$ cat src/rtl/prefix_adder_pipe.sv
// Pipelined Sklansky parallel-prefix adder/subtractor with SIMD lane partitioning.
//
// The operand stage forms generate/propagate, inverts B for subtraction and injects the
// lane carry-in at the bottom bit of every lane. The log2(WIDTH) prefix levels are split
// into segments of LEVELS_PER_REG levels, each followed by a register. A final output
// register holds sum, per-slot carry-out/overflow and the tag. A result appears L =
// 1 + ceil(log2(WIDTH)/LEVELS_PER_REG) clock edges after the edge that accepts it.
// A single enable stalls the whole pipe while the output is held and not consumed.
//
// Ports:
//   clk, rst              clock, asynchronous active-high reset
//   in_valid/in_ready     operation handshake
//   in_a, in_b            operands
//   in_cin, in_sub        carry-in (per lane), subtract select (forces carry-in 1)
//   in_lane               0: full width, 1: 16-bit lanes, 2: 8-bit lanes, 3: full width
//   in_tag                opaque tag returned with the result
//   out_valid/out_ready   result handshake
//   out_sum               sum or difference
//   out_cout, out_ovf     carry-out / signed overflow per 8-bit slot, only at lane tops
//   out_tag               tag of the result
module prefix_adder_pipe #(
  parameter int unsigned WIDTH          = 32,
  parameter int unsigned LEVELS_PER_REG = 2,
  parameter int unsigned TAG_W          = 4
) (
  input  logic                 clk,
  input  logic                 rst,
  input  logic                 in_valid,
  output logic                 in_ready,
  input  logic [WIDTH-1:0]     in_a,
  input  logic [WIDTH-1:0]     in_b,
  input  logic                 in_cin,
  input  logic                 in_sub,
  input  logic [1:0]           in_lane,
  input  logic [TAG_W-1:0]     in_tag,
  output logic                 out_valid,
  input  logic                 out_ready,
  output logic [WIDTH-1:0]     out_sum,
  output logic [WIDTH/8-1:0]   out_cout,
  output logic [WIDTH/8-1:0]   out_ovf,
  output logic [TAG_W-1:0]     out_tag
);

  localparam int unsigned LOG   = $clog2(WIDTH);
  localparam int unsigned NSEG  = (LOG + LEVELS_PER_REG - 1) / LEVELS_PER_REG;
  localparam int unsigned NST   = NSEG + 1;
  localparam int unsigned SLOTS = WIDTH / 8;

  logic en;
  logic out_vld_q;

  assign en       = !out_vld_q || out_ready;
  assign in_ready = en;

  // Lane-bottom patterns; a lane wider than WIDTH degenerates to the single-lane pattern.
  logic [WIDTH-1:0] lsb_one, lsb_8, lsb_16;
  for (genvar i = 0; i < WIDTH; i++) begin : g_lsb
    assign lsb_one[i] = (i == 0);
    assign lsb_8[i]   = (i % 8 == 0);
    assign lsb_16[i]  = (i % 16 == 0);
  end

  // Operand stage
  logic [WIDTH-1:0] b_eff, op_g, op_p, lane_lsb;
  logic             op_cin;

  always_comb begin
    unique case (in_lane)
      2'd1:    lane_lsb = lsb_16;
      2'd2:    lane_lsb = lsb_8;
      default: lane_lsb = lsb_one;
    endcase
    b_eff  = in_sub ? ~in_b : in_b;
    op_p   = in_a ^ b_eff;
    op_cin = in_sub | in_cin;
    op_g   = (in_a & b_eff) | (op_p & {WIDTH{op_cin}} & lane_lsb);
  end

  // Stage s register holds the prefix state after s segments. Stage NSEG needs no P.
  logic [WIDTH-1:0] st_g_q   [NST];
  logic [WIDTH-1:0] st_g_d   [NST];
  logic [WIDTH-1:0] st_p_q   [NSEG];
  logic [WIDTH-1:0] st_p_d   [NSEG];
  logic [WIDTH-1:0] st_hs_q  [NST];  // original propagate (half sum)
  logic [WIDTH-1:0] st_hs_d  [NST];
  logic [WIDTH-1:0] st_cm_q  [NST];  // combine mask: 0 at lane bottoms
  logic [WIDTH-1:0] st_cm_d  [NST];
  logic             st_cin_q [NST];
  logic             st_cin_d [NST];
  logic [TAG_W-1:0] st_tag_q [NST];
  logic [TAG_W-1:0] st_tag_d [NST];
  logic [NST-1:0]   st_vld_q, st_vld_d;

  // Prefix levels. A right operand across a lane bottom contributes g=0, p=0.
  for (genvar k = 0; k < LOG; k++) begin : g_lvl
    localparam int unsigned S = k / LEVELS_PER_REG;
    logic [WIDTH-1:0] g_in, p_in, cm, g_out, p_out;
    assign cm = st_cm_q[S];
    if (k % LEVELS_PER_REG == 0) begin : g_from_reg
      assign g_in = st_g_q[S];
      assign p_in = st_p_q[S];
    end else begin : g_from_lvl
      assign g_in = g_lvl[k-1].g_out;
      assign p_in = g_lvl[k-1].p_out;
    end
    for (genvar i = 0; i < WIDTH; i++) begin : g_bit
      if (((i >> k) & 1) == 1) begin : g_comb
        localparam int J = ((i >> k) << k) - 1;
        assign g_out[i] = g_in[i] | (p_in[i] & g_in[J] & cm[J+1]);
        assign p_out[i] = p_in[i] & p_in[J] & cm[J+1];
      end else begin : g_pass
        assign g_out[i] = g_in[i];
        assign p_out[i] = p_in[i];
      end
    end
  end

  for (genvar s = 0; s < NST; s++) begin : g_st_d
    if (s == 0) begin : g_first
      assign st_vld_d[0] = in_valid;
      assign st_g_d[0]   = op_g;
      assign st_p_d[0]   = op_p;
      assign st_hs_d[0]  = op_p;
      assign st_cm_d[0]  = ~lane_lsb;
      assign st_cin_d[0] = op_cin;
      assign st_tag_d[0] = in_tag;
    end else begin : g_next
      localparam int unsigned KEND = ((s * LEVELS_PER_REG) < LOG) ?
                                     (s * LEVELS_PER_REG) - 1 : LOG - 1;
      assign st_vld_d[s] = st_vld_q[s-1];
      assign st_g_d[s]   = g_lvl[KEND].g_out;
      if (s < NSEG) begin : g_p
        assign st_p_d[s] = g_lvl[KEND].p_out;
      end
      assign st_hs_d[s]  = st_hs_q[s-1];
      assign st_cm_d[s]  = st_cm_q[s-1];
      assign st_cin_d[s] = st_cin_q[s-1];
      assign st_tag_d[s] = st_tag_q[s-1];
    end
  end

  always_ff @(posedge clk or posedge rst) begin
    if (rst) begin
      st_vld_q <= '0;
      for (int s = 0; s < NST; s++) begin
        st_g_q[s]   <= '0;
        st_hs_q[s]  <= '0;
        st_cm_q[s]  <= '0;
        st_cin_q[s] <= 1'b0;
        st_tag_q[s] <= '0;
      end
      for (int s = 0; s < NSEG; s++) begin
        st_p_q[s] <= '0;
      end
    end else if (en) begin
      st_vld_q <= st_vld_d;
      for (int s = 0; s < NST; s++) begin
        if (st_vld_d[s]) begin
          st_g_q[s]   <= st_g_d[s];
          st_hs_q[s]  <= st_hs_d[s];
          st_cm_q[s]  <= st_cm_d[s];
          st_cin_q[s] <= st_cin_d[s];
          st_tag_q[s] <= st_tag_d[s];
        end
      end
      for (int s = 0; s < NSEG; s++) begin
        if (st_vld_d[s]) st_p_q[s] <= st_p_d[s];
      end
    end
  end

  // Sum and flags from the final prefix state
  logic [WIDTH-1:0] g_last, cm_last, carry, msb, sum_d;
  logic [SLOTS-1:0] cout_d, ovf_d;

  always_comb begin
    g_last  = st_g_q[NSEG];
    cm_last = st_cm_q[NSEG];
    // Carry into bit i: G of the bit below inside a lane, the lane carry-in at its bottom.
    carry   = (cm_last & {g_last[WIDTH-2:0], 1'b0}) | (~cm_last & {WIDTH{st_cin_q[NSEG]}});
    sum_d   = st_hs_q[NSEG] ^ carry;
    msb     = {1'b1, ~cm_last[WIDTH-1:1]};
  end

  for (genvar s = 0; s < SLOTS; s++) begin : g_slot
    assign cout_d[s] = msb[8*s+7] & g_last[8*s+7];
    assign ovf_d[s]  = msb[8*s+7] & (g_last[8*s+7] ^ g_last[8*s+6]);
  end

  logic [WIDTH-1:0] out_sum_q;
  logic [SLOTS-1:0] out_cout_q, out_ovf_q;
  logic [TAG_W-1:0] out_tag_q;

  always_ff @(posedge clk or posedge rst) begin
    if (rst) begin
      out_vld_q  <= 1'b0;
      out_sum_q  <= '0;
      out_cout_q <= '0;
      out_ovf_q  <= '0;
      out_tag_q  <= '0;
    end else if (en) begin
      out_vld_q <= st_vld_q[NSEG];
      if (st_vld_q[NSEG]) begin
        out_sum_q  <= sum_d;
        out_cout_q <= cout_d;
        out_ovf_q  <= ovf_d;
        out_tag_q  <= st_tag_q[NSEG];
      end
    end
  end

  assign out_valid = out_vld_q;
  assign out_sum   = out_sum_q;
  assign out_cout  = out_cout_q;
  assign out_ovf   = out_ovf_q;
  assign out_tag   = out_tag_q;

endmodule

$ cat config.mk
export PLATFORM = sky130hd
export DESIGN_NAME = prefix_adder_pipe
export DESIGN_NICKNAME = d
export VERILOG_FILES = /design/src/rtl/prefix_adder_pipe.sv
export SDC_FILE = /design/constraint.sdc
export NUM_CORES = 1
export LEC_CHECK = 0
export CAP_MARGIN = 5
export CELL_PAD_IN_SITES_DETAIL_PLACEMENT = 1
export CELL_PAD_IN_SITES_GLOBAL_PLACEMENT = 2
export CORE_AREA = 5 5 204 206
export CTS_CLUSTER_DIAMETER = 80
export DETAILED_ROUTE_END_ITERATION = 6
export DIE_AREA = 0 0 209 211
export PLACE_DENSITY = 0.79
export RECOVER_POWER = 100
export SLEW_MARGIN = 30
export SYNTH_ARGS = -nofsm -noshare
export SYNTH_HDL_FRONTEND = slang
export SYNTH_SLANG_ARGS = --single-unit
$ cat constraint.sdc
create_clock -name clk -period 18.15 [get_ports clk]
set_input_delay 5.445 -clock clk [delete_from_list [all_inputs] [get_ports clk]]
set_output_delay 5.445 -clock clk [all_outputs]
set_load 0.005 [all_outputs]
==> metrics.md, run 1 <==
| Metric | Value |
|---|---|
| Post-CTS sizing | 0 |
| Tot GR Track Use | 0.183 |
| Cts bufs inserted | 41 |
| Met1 Wirelength | 19.8 mm |
| CTS root buffer | clkbuf_16 |
| Hold_buf cts | 0 |
| NetSw | 1.13 mW |
| Post-synthesis xor/xnor area fraction | 0.0364 |
| Leakage | 8.22 nW |
| Syn avg cell area | 13.6 sq um |
| Site Rows | 73 |
| Total power | 3.44 mW |
| Worst VDD drop | 0.0699 mV |
| CP Class | input port to output port |
| Top cells by area, synth | dfrtp_1, mux2_2, mux2_4, a21oi_1, ha_1 |
| Most frequent CP cell | dlygate4sd3_1 |
| Synth Register Bits | 373 |
| Layout cells sized above 1 | 0.220 |
| Met3 wire length | 1.52 mm |
| Post-synth EDFFs | 0 |
| Filler cell count | 4,043 |
| Crit path buf inv count | 4 |
| Fraction of registers with async set/reset | 1.00 |
| Setup TNS | 0 ns |
| Slowest stage cell, crit path | dlygate4sd3_1 |
| DRC viols | 0 |
| Crit path launch type | input port |
| DR vias/cell | 5.33 |
| Switch share | 0.328 |
| Worst skew pair latency | 0.54 ns |
| Endpoints failing hold | 0 |
| HP Class | flip-flop to flip-flop |
| PortBufs | 121 |
| Reg clk slew, reported paths | 0.06 ns |
| Setup crit end kind | output port |
| ANT nets after route | 0 |
| Complex-gate fraction of the synthesized area | 0.0939 |
| Nets | 1,415 |
| Highest routed layer | met4 |
| Clock power frac | 0.245 |
| Synth Warn # | 0 |
| Final Cycle Share | 0.757 |
| Grt ovf | 0 |
| Yosys top cell area share | 0.570 |
| H-tree Lvls | 2 |
| Multiplexer share of the synthesized area | 0.218 |
| DR WL met2 | 18.1 mm |
| Synthesized area | 16,400 sq um |
| CP Data Arrival Time | 8.30 ns |
| Die Ht | 211 microns |
| Core footprint | 39,500 sq um |
| Synth area leader | dfrtp_1 |
| Failing checks | max-capacitance violations, max-slew violations |
| Fmax | 72.8 MHz |
| Area delta synth->final | 16.2% |
| Full die area | 44,100 sq um |
| CTS tree | yes |
| Status | finished, violations left |
| Final WL | 40.0 mm |
| Syn_nets | 1,317 |
| Worst Path Max Fanout | 63 |
| Prevailing post-synth register cell | dfrtp_1 |
| Worst-path cell chain | dlygate4sd3_1, nor2b_4, buf_4, inv_1, dlygate4sd3_1 |
| Ports | 122 |
| Drt pass-1 iters | 4 |
| Slew HR | -2.89 |
| Logic pwr share | 0.314 |
| Delay-heaviest family, CP | buffers and inverters |
| Fin Clk Skew | 0.0154 ns |
| First-pass GRT wire length | 64.7 mm |
| Slew @ Worst Pin | 5.80 ns |
| Max cap viols | 10 |
| Most numerous cell in the Yosys netlist | dfrtp_1 |
| P per Cell Area | 181 nW/um^2 |
| Mapped Cells | 1,208 |
| Max Buffers Root-to-Sink | 3 |
| Unique masters post-synth | 43 |
| GP Congestion | 0.789 |
| Number of global-route vias before repair | 11,000 |
| Synth Area in Simple Gates | 0.0283 |
| Commonest cells in the netlist | dfrtp_1, mux2_2, a21oi_1 |
| Largest family of logic cells by synthesized area | multiplexers |
| Final setup violation count | 0 |
| Unrepaired setup endpoints after global routing | false |
| Worst path max stage delay | 0.82 ns |
| Via count | 9,937 |
| Min Tclk post-route | 13.74 ns |
| Hold Slack | 0.479 ns |
| Finished Core Util | 0.482 |
| Initial drt markers | 573 |
| Avg WL per Cell | 21.5 microns |
| Synth Area in Adders | 0.0252 |
| Die X | 209 microns |
| Post-DP HPWL | 26.3 mm |
| Critical Path RT | 12.70 ns |
| Post-CTS Setup Inserts | 0 |
| Pin count of the biggest net entering global routing | 131 |
| Final Max Tran Viols | 530 |
| Cell Int Power | 2.31 mW |
| Initial core utilization | 0.415 |
| Sequential share of the synthesized area | 0.570 |
| Sink Count | 373 |
| Initial antenna violation count | 0 |
| Flop pwr share | 0.442 |
==> stage by stage <==
step                worst slack [ns]  instance area [sq um]  instances
global route                    3.46                  19000       1862
finish                          4.41                  19000       1863
floorplan                       2.35                  16400       1208
global placement                5.03                  18000       1788
CTS                             5.01                  19300       1862
detailed placement              5.02                  18000       1788
==> power groups by stage <==
stage               Combinational [mW]  Clock (mW)  Sequential [mW]
finish                            1.08       0.842             1.52
global route                      1.20       0.900             1.57
CTS                               1.15       0.863             1.53
detailed placement                1.14           0             1.54
global placement                  1.10           0             1.52
floorplan                        0.850           0             1.39
==> cell type report <==
cell class / count / area [sq um] / area share
repair buffers: 139 / 1310 / 0.0687
well taps: 525 / 657 / 0.0345
flip-flops and latches: 373 / 9340 / 0.490
multi-input cells: 744 / 6340 / 0.333
diodes: 1 / 2.50 / 0.000131
clock inverters: 16 / 184 / 0.00966
clock buffers: 58 / 1180 / 0.0621
inverters: 7 / 27.5 / 0.00145
==> cell usage in the layout, fill, tap and decap left out, drive strengths merged, types with 3 or more instances in the layout <==
cell type      netlist  final
or2                  6      6
xor2                37     37
dlygate4sd3          0     48
nand2               16     16
and4                 5      5
bufinv               0      4
xnor2               31     31
o2bb2ai              7      7
a22o                 5      5
clkbuf              40     67
nand3               24     24
o221a                4      4
a21o                14     14
nor2b                5      5
clkinv               0     11
a2111oi             14     14
mux2i               31     31
nor3                 8      8
a211oi               4      4
and2                 3      3
nor2                 6      6
o21ai               75     75
nand4                4      4
a21oi               92     92
dfrtp              373    373
inv                  7      7
mux2               268    268
a31oi               37     37
buf                 44     10
clkdlybuf4s50        0     72
or4                  4      4
ha                  33     33
==> state kept, by name (all words and copies together) (netlist names), 3 cells and up <==
| signal | flops |
|---|---|
| st_hs_d | 86 |
| st_tag_q | 4 |
| out_ovf | 4 |
| out_cout | 4 |
| g_lvl.cm | 9 |
| g_lvl.p_in | 46 |
| g_lvl.g_in | 96 |
| st_hs_q | 32 |
| out_tag | 4 |
| st_cin_d | 3 |
| st_vld_q | 4 |
| st_tag_d | 12 |
| cm_last | 3 |
| g_last | 32 |
| out_sum | 32 |
==> layer usage <==
layer,up-vias,GRT usage
li1,4596,-
met1,5123,0.277
met4,0,0.0405
met2,174,0.283
met3,44,0.0242
met5,-,0
==> cells by family after synthesis <==
logic type	after synthesis
flops	373
xor+xnor	68
compound gates	259
mux	299
buf+inv	91
simple gates	85
fa+ha+maj	33
==> worst paths after layout <==
check | start | to | slack [ns] | depth (start not counted)
worst max-delay path | out_ready | in_ready | 4.41 | 5
worst min-delay path | out_ovf[2] | out_ovf[2] | 0.48 | 1
worst max register to register | out_valid | g_last[3] | 11.09 | 7
worst min register to register | out_ovf[2] | out_ovf[2] | 0.48 | 1
max in group asynchronous | rst | g_lvl[2].cm[30] | 5.18 | 5
min in group asynchronous | rst | out_sum[19] | 7.16 | 2
Note: power is estimated with default switching activity, not from simulation.
==> run 2: changes to the inputs <==
CORE_AREA = 5 5 214 216   (was 5 5 204 206)
DIE_AREA = 0 0 219 221   (was 0 0 209 211)
PLACE_DENSITY = 0.75   (was 0.79)
clock period = 11.4 ns   (was 18.15 ns; I/O delays follow)
==> run 2 against run 1 <==
Effect of this change: the flow still finishes with violations (max-capacitance violations, max-slew violations); critical path type is now input port to flip-flop; sequential power rose by 60%; non-clock buffer count rose by 1; hold slack worse by 0.0028 ns; register-to-register slack got worse by 5.9 ns; via count did not move; highest routed layer unchanged; clock skew is 0.0091 ns higher; first-iteration DRC count down 21%; largest power group unchanged; critical endpoint is now st_hs_d[50].
==> metrics.md, run 2 (same netlist as run 1, synthesis figures left out) <==
| Metric | Value |
|---|---|
| Filler cell count | 4,562 |
| Site Rows | 77 |
| Via count | 9,937 |
| Final Max Tran Viols | 446 |
| Avg WL per Cell | 21.0 microns |
| CTS root buffer | clkbuf_16 |
| N_diodes | 0 |
| Crit path launch type | input port |
| Status | finished, violations left |
| Min Tclk post-route | 9.14 ns |
| Sink Count | 373 |
| Initial drt markers | 450 |
| Failing checks | max-capacitance violations, max-slew violations |
| Fmax | 109 MHz |
| Number of global-route vias before repair | 10,700 |
| Setup TNS | 0 ns |
| Critical path destination | st_hs_d[50] |
| Commonest cells after routing, fill and taps aside | dfrtp_1, mux2_2, a21oi_1, o21ai_0, clkdlybuf4s50_1 |
| Unrepaired setup endpoints after global routing | false |
| Register area | 9340 sq um |
| Worst VDD drop | 0.103 mV |
| Final Cycle Share | 0.802 |
| Die X | 219 microns |
| Reg-to-Reg Start | out_valid |
| GR Util met1 | 0.264 |
| Crit. Startpoint | out_ready |
| Initial antenna violation count | 0 |
| Pin count of the biggest net entering global routing | 151 |
| Nets | 1,416 |
| Worst skew pair latency | 0.54 ns |
| CP Data Arrival Time | 9.55 ns |
| Worst Path Max Fanout | 64 |
| Reg clk slew, reported paths | 0.06 ns |
| Core footprint | 43,700 sq um |
| Number of flip-flops in the largest register | 96 |
| PortBufs | 121 |
| DRC viols | 0 |
| Area after DPL | 18,100 sq um |
| Final WL | 40.5 mm |
| Multi-input gate area | 6330 sq um |
| Fin area | 19,100 sq um |
| Fin Clk Skew | 0.0245 ns |
| Final setup violation count | 0 |
| Tot GR Track Use | 0.168 |
| Post-DP HPWL | 27.1 mm |
| GP Congestion | 0.752 |
| HP Class | flip-flop to flip-flop |
| Most Crowded Layer GR | met1 |
| Max Buffers Root-to-Sink | 3 |
| Max cap viols | 9 |
| ANT nets after route | 0 |
| Commonest non-fill, non-tap cell in the layout | dfrtp_1 |
| Hold Slack | 0.476 ns |
| Post-CTS Setup Inserts | 0 |
| Drt pass-1 iters | 4 |
| Layout cells sized above 1 | 0.215 |
| Slew HR | -1.67 |
| Met2 Usage GRT | 0.247 |
| Initial core utilization | 0.374 |
| Slew @ Worst Pin | 4.00 ns |
| Full die area | 48,400 sq um |
| CP Class | input port to flip-flop |
| Endpoints failing hold | 0 |
| Post-CTS sizing | 0 |
| R2R depth | 6 |
| H-tree Lvls | 2 |
| DR vias/cell | 5.15 |
| Grt ovf | 0 |
| Hold_buf cts | 0 |
| Setup crit end kind | flip-flop |
| Internal reg-to-reg setup slack | 5.19 ns |
| Ports | 122 |
| Die Ht | 221 microns |
| Critical Path RT | 11.81 ns |
| Leakage | 8.19 nW |
| Met3 Use GR | 0.0234 |
| Worst reg2reg endpoint | st_hs_d[50] |
| First-pass GRT wire length | 65.3 mm |
| CTS tree | yes |
| Area delta synth->final | 16.5% |
| P per Cell Area | 283 nW/um^2 |
| Cts bufs inserted | 41 |
-- run 2: final cells by class --
type                    instances  area share
flip-flops and latches        373       0.489
multi-input cells             744       0.332
repair buffers                140      0.0703
clock buffers                  66      0.0646
well taps                     592      0.0388
clock inverters                 7     0.00348
inverters                       7     0.00157
-- run 2: worst min path at each step --
| stage | from | end | depth (start not counted) |
|---|---|---|---|
| finish | g_lvl[2].p_in[5] | g_lvl[2].p_in[5] | 1 |
| floorplan | g_lvl[2].p_in[5] | g_lvl[2].p_in[5] | 1 |
| CTS | g_lvl[2].p_in[5] | g_lvl[2].p_in[5] | 1 |
| global route | g_lvl[2].p_in[9] | g_lvl[2].p_in[9] | 1 |
| global placement | g_lvl[2].p_in[5] | g_lvl[2].p_in[5] | 1 |
| detailed placement | g_lvl[2].p_in[5] | g_lvl[2].p_in[5] | 1 |
-- run 2: routing by layer --
metal	up-vias	wire length, microns
li1	4594	-
met1	5135	20500
met2	170	17800
met3	38	1560
met4	0	645
met5	-	0
-- run 2: through the flow --
stage                     power, mW  worst slack, ns  cells   util
after detailed placement       4.27             3.43   1856  0.413
after global placement         4.17             3.42   1855  0.413
final                          5.40             2.26   1929  0.436
after floorplan                3.56             2.97   1208      -
after global routing           5.76             1.84   1929  0.436
after CTS                      5.58             3.43   1929  0.443
-- run 2: worst max-delay path, stage by stage --
cell,delay [ns]
dlygate4sd3_1,0.52
nor2b_1,0.07
clkinv_1,0.06
clkbuf_1,2.52
nand2_1,1.37
clkbuf_1,0.95
mux2_2,0.56
-- run 2: where the power goes --
part / switching, mW / internal, mW
clock network: 0.522 / 0.761
registers: 0.513 / 1.92
logic: 0.755 / 0.932
